==> src/rtl/bit_serializer.sv <==
// LSB-first parallel-to-serial converter with valid/ready input and gapless reload.
// Define BIT_SERIALIZER_PARITY_EN to append an even-parity trailer bit to every word.
module bit_serializer #(
    parameter int WIDTH = 6
) (
    input  logic             clk,
    input  logic             rst_n,
    input  logic [WIDTH-1:0] din,
    input  logic             din_valid,
    output logic             din_ready,
    output logic             x,
    output logic             x_valid,
    output logic             busy,
    output logic             done
);
    localparam int CW = $clog2(WIDTH + 1);

`ifdef BIT_SERIALIZER_PARITY_EN
    typedef enum logic [1:0] {IDLE, SHIFT, PARITY} state_t;
`else
    typedef enum logic [1:0] {IDLE, SHIFT} state_t;
`endif

    state_t            state, state_n;
    logic [WIDTH-1:0]  shreg, shreg_n;
    logic [CW-1:0]     cnt, cnt_n;
    logic              x_n, x_valid_n, done_n, busy_n;
    logic              last, accept;
`ifdef BIT_SERIALIZER_PARITY_EN
    logic              par, par_n;
`endif

    assign last = (cnt == CW'(WIDTH));

    // Ready is combinational from state; held low while reset is asserted.
    always_comb begin
        din_ready = 1'b0;
        case (state)
            IDLE:   din_ready = 1'b1;
`ifdef BIT_SERIALIZER_PARITY_EN
            PARITY: din_ready = 1'b1;
            SHIFT:  din_ready = 1'b0;
`else
            SHIFT:  din_ready = last;
`endif
            default: din_ready = 1'b0;
        endcase
        din_ready = din_ready & rst_n;
    end

    assign accept = din_valid & din_ready;

    always_comb begin
        // Default: fall back to IDLE with a quiet line.
        state_n   = IDLE;
        shreg_n   = shreg;
        cnt_n     = '0;
        x_n       = 1'b0;
        x_valid_n = 1'b0;
        done_n    = 1'b0;
`ifdef BIT_SERIALIZER_PARITY_EN
        par_n     = par;
`endif
        if (state == SHIFT && !last) begin
            state_n   = SHIFT;
            shreg_n   = shreg >> 1;
            x_n       = shreg[1];
            x_valid_n = 1'b1;
            cnt_n     = cnt + CW'(1);
`ifndef BIT_SERIALIZER_PARITY_EN
            done_n    = ((cnt + CW'(1)) == CW'(WIDTH));
`endif
        end
`ifdef BIT_SERIALIZER_PARITY_EN
        else if (state == SHIFT) begin
            state_n   = PARITY;
            x_n       = par;
            x_valid_n = 1'b1;
            done_n    = 1'b1;
        end
`endif
        else if (accept) begin
            // First bit is registered on the accept edge itself.
            state_n   = SHIFT;
            shreg_n   = din;
            x_n       = din[0];
            x_valid_n = 1'b1;
            cnt_n     = CW'(1);
`ifdef BIT_SERIALIZER_PARITY_EN
            par_n     = ^din;
`endif
        end
        busy_n = (state_n != IDLE);
    end

    always_ff @(posedge clk or negedge rst_n) begin
        if (!rst_n) begin
            state   <= IDLE;
            shreg   <= '0;
            cnt     <= '0;
            x       <= 1'b0;
            x_valid <= 1'b0;
            busy    <= 1'b0;
            done    <= 1'b0;
`ifdef BIT_SERIALIZER_PARITY_EN
            par     <= 1'b0;
`endif
        end else begin
            state   <= state_n;
            shreg   <= shreg_n;
            cnt     <= cnt_n;
            x       <= x_n;
            x_valid <= x_valid_n;
            busy    <= busy_n;
            done    <= done_n;
`ifdef BIT_SERIALIZER_PARITY_EN
            par     <= par_n;
`endif
        end
    end
endmodule

==> config.mk <==
export PLATFORM = sky130hd
export DESIGN_NAME = bit_serializer
export DESIGN_NICKNAME = d
export VERILOG_FILES = /design/src/rtl/bit_serializer.sv
export SDC_FILE = /design/constraint.sdc
export NUM_CORES = 1
export LEC_CHECK = 0
export BUFFER_PORTS_ARGS = -buffer_cell sky130_fd_sc_hd__buf_2
export CAP_MARGIN = 20
export CORE_AREA = 3 3 40 42
export CTS_CLUSTER_SIZE = 40
export DETAILED_ROUTE_END_ITERATION = 10
export DIE_AREA = 0 0 43 45
export PLACE_DENSITY = 0.64
export REMOVE_ABC_BUFFERS = 1
export SYNTH_ARGS = -nofsm -noshare
export SYNTH_HDL_FRONTEND = slang
export SYNTH_SLANG_ARGS = --single-unit
==> constraint.sdc <==
create_clock -name clk -period 1.4 [get_ports clk]
set_input_delay 0.42 -clock clk [delete_from_list [all_inputs] [get_ports clk]]
set_output_delay 0.42 -clock clk [all_outputs]
set_load 0.02 [all_outputs]
Yosys cells after proc, flatten, opt, wreduce, memory -nomap -nowiden
Cells that the tools add are included.

storage, ports and cells
  register bits after elaboration = 15
  latch bits = 0
  RAM bits = 0
  memory bits (read-only) = 0
  bits of input ports = 9
  output and inout bits = 5
  logic and storage cells = 30
  memories = 0

cells by class
  $add $sub $neg = 1
  $mul = 0
  div/mod/pow operators = 0
  $lt $le $gt $ge = 0
  equality and inequality tests = 3
  shift operators = 0
  multiplexer cells = 12
  bitwise operators = 2
  reductions and logical operators = 5

operator list
  kind                 count
  $mux 6               2
  $mux 1               8
  $eq 3x3->1 const B   2
  $reduce_bool 2->1    2
  $add 3x1->3 const B  1
  $mux 3               1
  $and 1x1->1          2
  $eq 2x1->1 const B   1
  $logic_not 2->1      1
  $pmux 1 s2           1
  $logic_and 1x1->1    1
  $logic_not 1->1      1

Logic depth before layout (Yosys ltp)
  word-level depth = 7
  mapped depth = 6
  depth with buffers taken out = 5

Worst setup path before layout
No wires, ideal clock.

  path kind = register to output
  start point = reg cnt[0]
  end point = out din_ready
  arrival = 1.101 ns
  required time = 0.980 ns
  setup slack = -0.121 ns
  stages on the path, launching flop included = 5
  path buffers = 0
  path through = dfrtp_1 inv_1 ha_1 a21boi_4 and2b_1

between the ends
  word-level cells in the longest chain between the ends = 3

ends and longest elaborated chain
  what                    RTL line  source
  start, declared         26        logic [CW-1:0] cnt, cnt_n;
  start signal, assigned  111       cnt <= cnt_n;
  $eq 3x3->1              33        assign last = (cnt == CW'(WIDTH));
  $pmux 1 s2              38        case (state)
  $and 1x1->1             48        din_ready = din_ready & rst_n;
  end, declared           10        output logic din_ready,

Every way passes these cells.

Final worst setup path
  start point = reg cnt[1]
  end point = out din_ready

The elaborated chain is that of the path after synthesis.

==> flow_metrics.tcl <==
set metrics [dict create \
    status "finished, violations left" \
    violations "negative setup slack" \
    worstMarginPinSlew_ns 0.191 \
    ctsHtreeMaxLevel 1 \
    grt-ovfl-total 0 \
    vdd_drop_max_mv 0.967 \
    drt_iter0_markers 8 \
    critPathArrivalTime_ns 1.29 \
    p_per_area_mw_per_mm2 2060 \
    seqCellArea_um2 275 \
    drc 0 \
    cts_max_path_buffers 2 \
    drt_pass1_iterations 2 \
    max-slew-margin-rel_pct 87.2 \
    routed_wl_um 911 \
    critPathCaptureType "output pin" \
    async_reset_ff_share_pct 100 \
    cts_buffers 3 \
    routed-via-count 381 \
    synth_most_common_cell "dfrtp_1" \
    grt_first_pass_wirelength_mm 1.58 \
    crit_type "reg2out" \
    place_hpwl_um 728 \
    start_util_pct 40.2 \
    synth.top_cell.area_share_pct 53.3 \
    drive_gt1_share_pct 38.8 \
    num-nets-final 80 \
    drv_slew 0 \
    synth_area_leaders "dfrtp_1 53%, mux2i_1 7.7%, ha_1 7.3%" \
    cts_num_sinks 11 \
    hold_path.class "in2async" \
    grt_use_total_pct 11.9 \
    vias_per_cell 4.65 \
    finalHoldViolCount 0 \
    syn_area_um2 517 \
    die_h_um 45 \
    synth_enable_flop_cells 0 \
    grt_max_degree 18 \
    grt_pass1_vias 367 \
    setup_ws_ns -0.312 \
    antenna_found_initial 0 \
    yosysSeqAreaShare_pct 53.3 \
    setup_tns_ns -0.312 \
    place_congestion 0.635 \
    n_fill_cell 129 \
    path_max_fanout 2 \
    start_kind "flip-flop" \
    die_w_um 43 \
    synth.distinct_cells 18 \
    maxCapViolCount 0 \
    multi_input_area_um2 228 \
    r2r-start "cnt[1]" \
    dieArea_mm2 0.00194 \
    antenna-diode-count 0 \
    rows 13 \
    tritoncts "done" \
    post-route-util_pct 52.3 \
    setup.worst_path.start "cnt[1]" \
    post_drt_wl_per_cell_um 11.1 \
    syn_inst 46 \
    p_total_mw 1.39 \
    timing.final.crit_share_pct 122 \
    syn2layout_area_growth_pct 30.0 \
    synth_seq_cells 11 \
    power_leakage_nw 0.362 \
    cp.required_ns 0.98 \
    path_clk_slew_ns 0.06 \
    setup_viol 1 \
    fmax_mhz 584 \
    pin_count 14 \
    hold_slack_ns 0.0952 \
    portBuffers 13 \
    drt.antenna.violating_nets 0 \
    clock-root-buffer "clkbuf_4" \
    ys.flop_type "dfrtp_1" \
    synth_top_area_cell "dfrtp_1" \
    fin_skew_ns 0.000808 \
    period_needed_ns 1.71 \
    postSynthAreaPerCell_um2 11.2 \
    coreArea_mm2 0.00128 \
    yosysWarnings 0 \
    rsz0062_at_grt "true" \
    ys_top_cells_by_count "11 x dfrtp_1, 7 x nand2_1, 6 x o21ai_0, 4 x mux2i_1, 3 x ha_1" \
    clk_latency_ns 0.26 \
]
==> worst max-delay path, stage by stage (launching register included) <==
cell,delay [ns]
dfrtp_1,0.42
ha_4,0.18
a21boi_4,0.12
and2b_1,0.19
buf_6,0.13
==> sequential cells by signal (all words and copies together), names as in the netlist <==
signal  cells
shreg       5
cnt         3
busy        1
done        1
x           1
==> final cells by class <==
cell class | instances | share of cell area (%)
Sequential cell | 11 | 41.0
Multi-Input combinational cell | 31 | 33.9
Timing Repair Buffer | 19 | 17.3
Clock buffer | 4 | 3.91
Tap cell | 15 | 2.79
Inverter | 2 | 1.12
==> cell usage in the layout (no fill, tap or decap), types with 2 or more instances in the layout <==
cell type,count
buf_2,12
buf_4,6
clkbuf_4,3
dfrtp_1,11
ha_1,2
mux2i_1,4
nand2_1,7
nand3_1,2
o21ai_0,6
==> cell families (layout without fill, tap and decap cells) <==
logic type	count (synthesis)	after routing	share of synthesized area, %
fa+ha+maj	3	3	7.26
flops	11	11	53.3
buf+inv	4	25	5.09
mux	4	4	7.75
simple gates	15	15	14.5
xor+xnor	1	1	1.70
compound gates	8	8	10.4
==> power breakdown <==
part / leakage (nW) / total, mW / internal [mW] / switching [mW]
combinational: 0.205 / 0.657 / 0.318 / 0.339
sequential: 0.142 / 0.521 / 0.445 / 0.0769
clock: 0.0150 / 0.207 / 0.110 / 0.0970
total: 0.362 / 1.39 / 0.873 / 0.513
==> stage by stage <==
stage                     std cells  area [um^2]  setup slack, ns
after floorplan                  44          498           -0.234
after detailed placement         78          627           -0.104
final                            82          672           -0.312
after global routing             82          672           -0.373
after CTS                        82          672           -0.339
after global placement           78          627          -0.0858
==> per-layer routing <==
metal	wire length, um	global-route usage [%]
met4	9	10.8
met2	464	17.7
met3	57	2.79
met1	380	14.2
met5	0	0
==> repair_timing <==
item / in CTS / in global routing
setup endpoints to repair: 1 / 1
pin swaps: 2 / 1
gates resized for setup: 5 / 0
hold buffers: 0 / 0
buffers inserted: 0 / 0
==> worst paths after layout <==
kind / slack (ns) / endpoint / depth (start not counted)
min reg2reg: 0.48 / x / 2
max: -0.31 / din_ready / 4
min: 0.1 / done / 2
max in group asynchronous: 1.18 / cnt[1] / 2
max reg2reg: 0.23 / done / 4
min in group clk: 0.42 / shreg[5] / 3
Power figures use the tool's default switching activity.
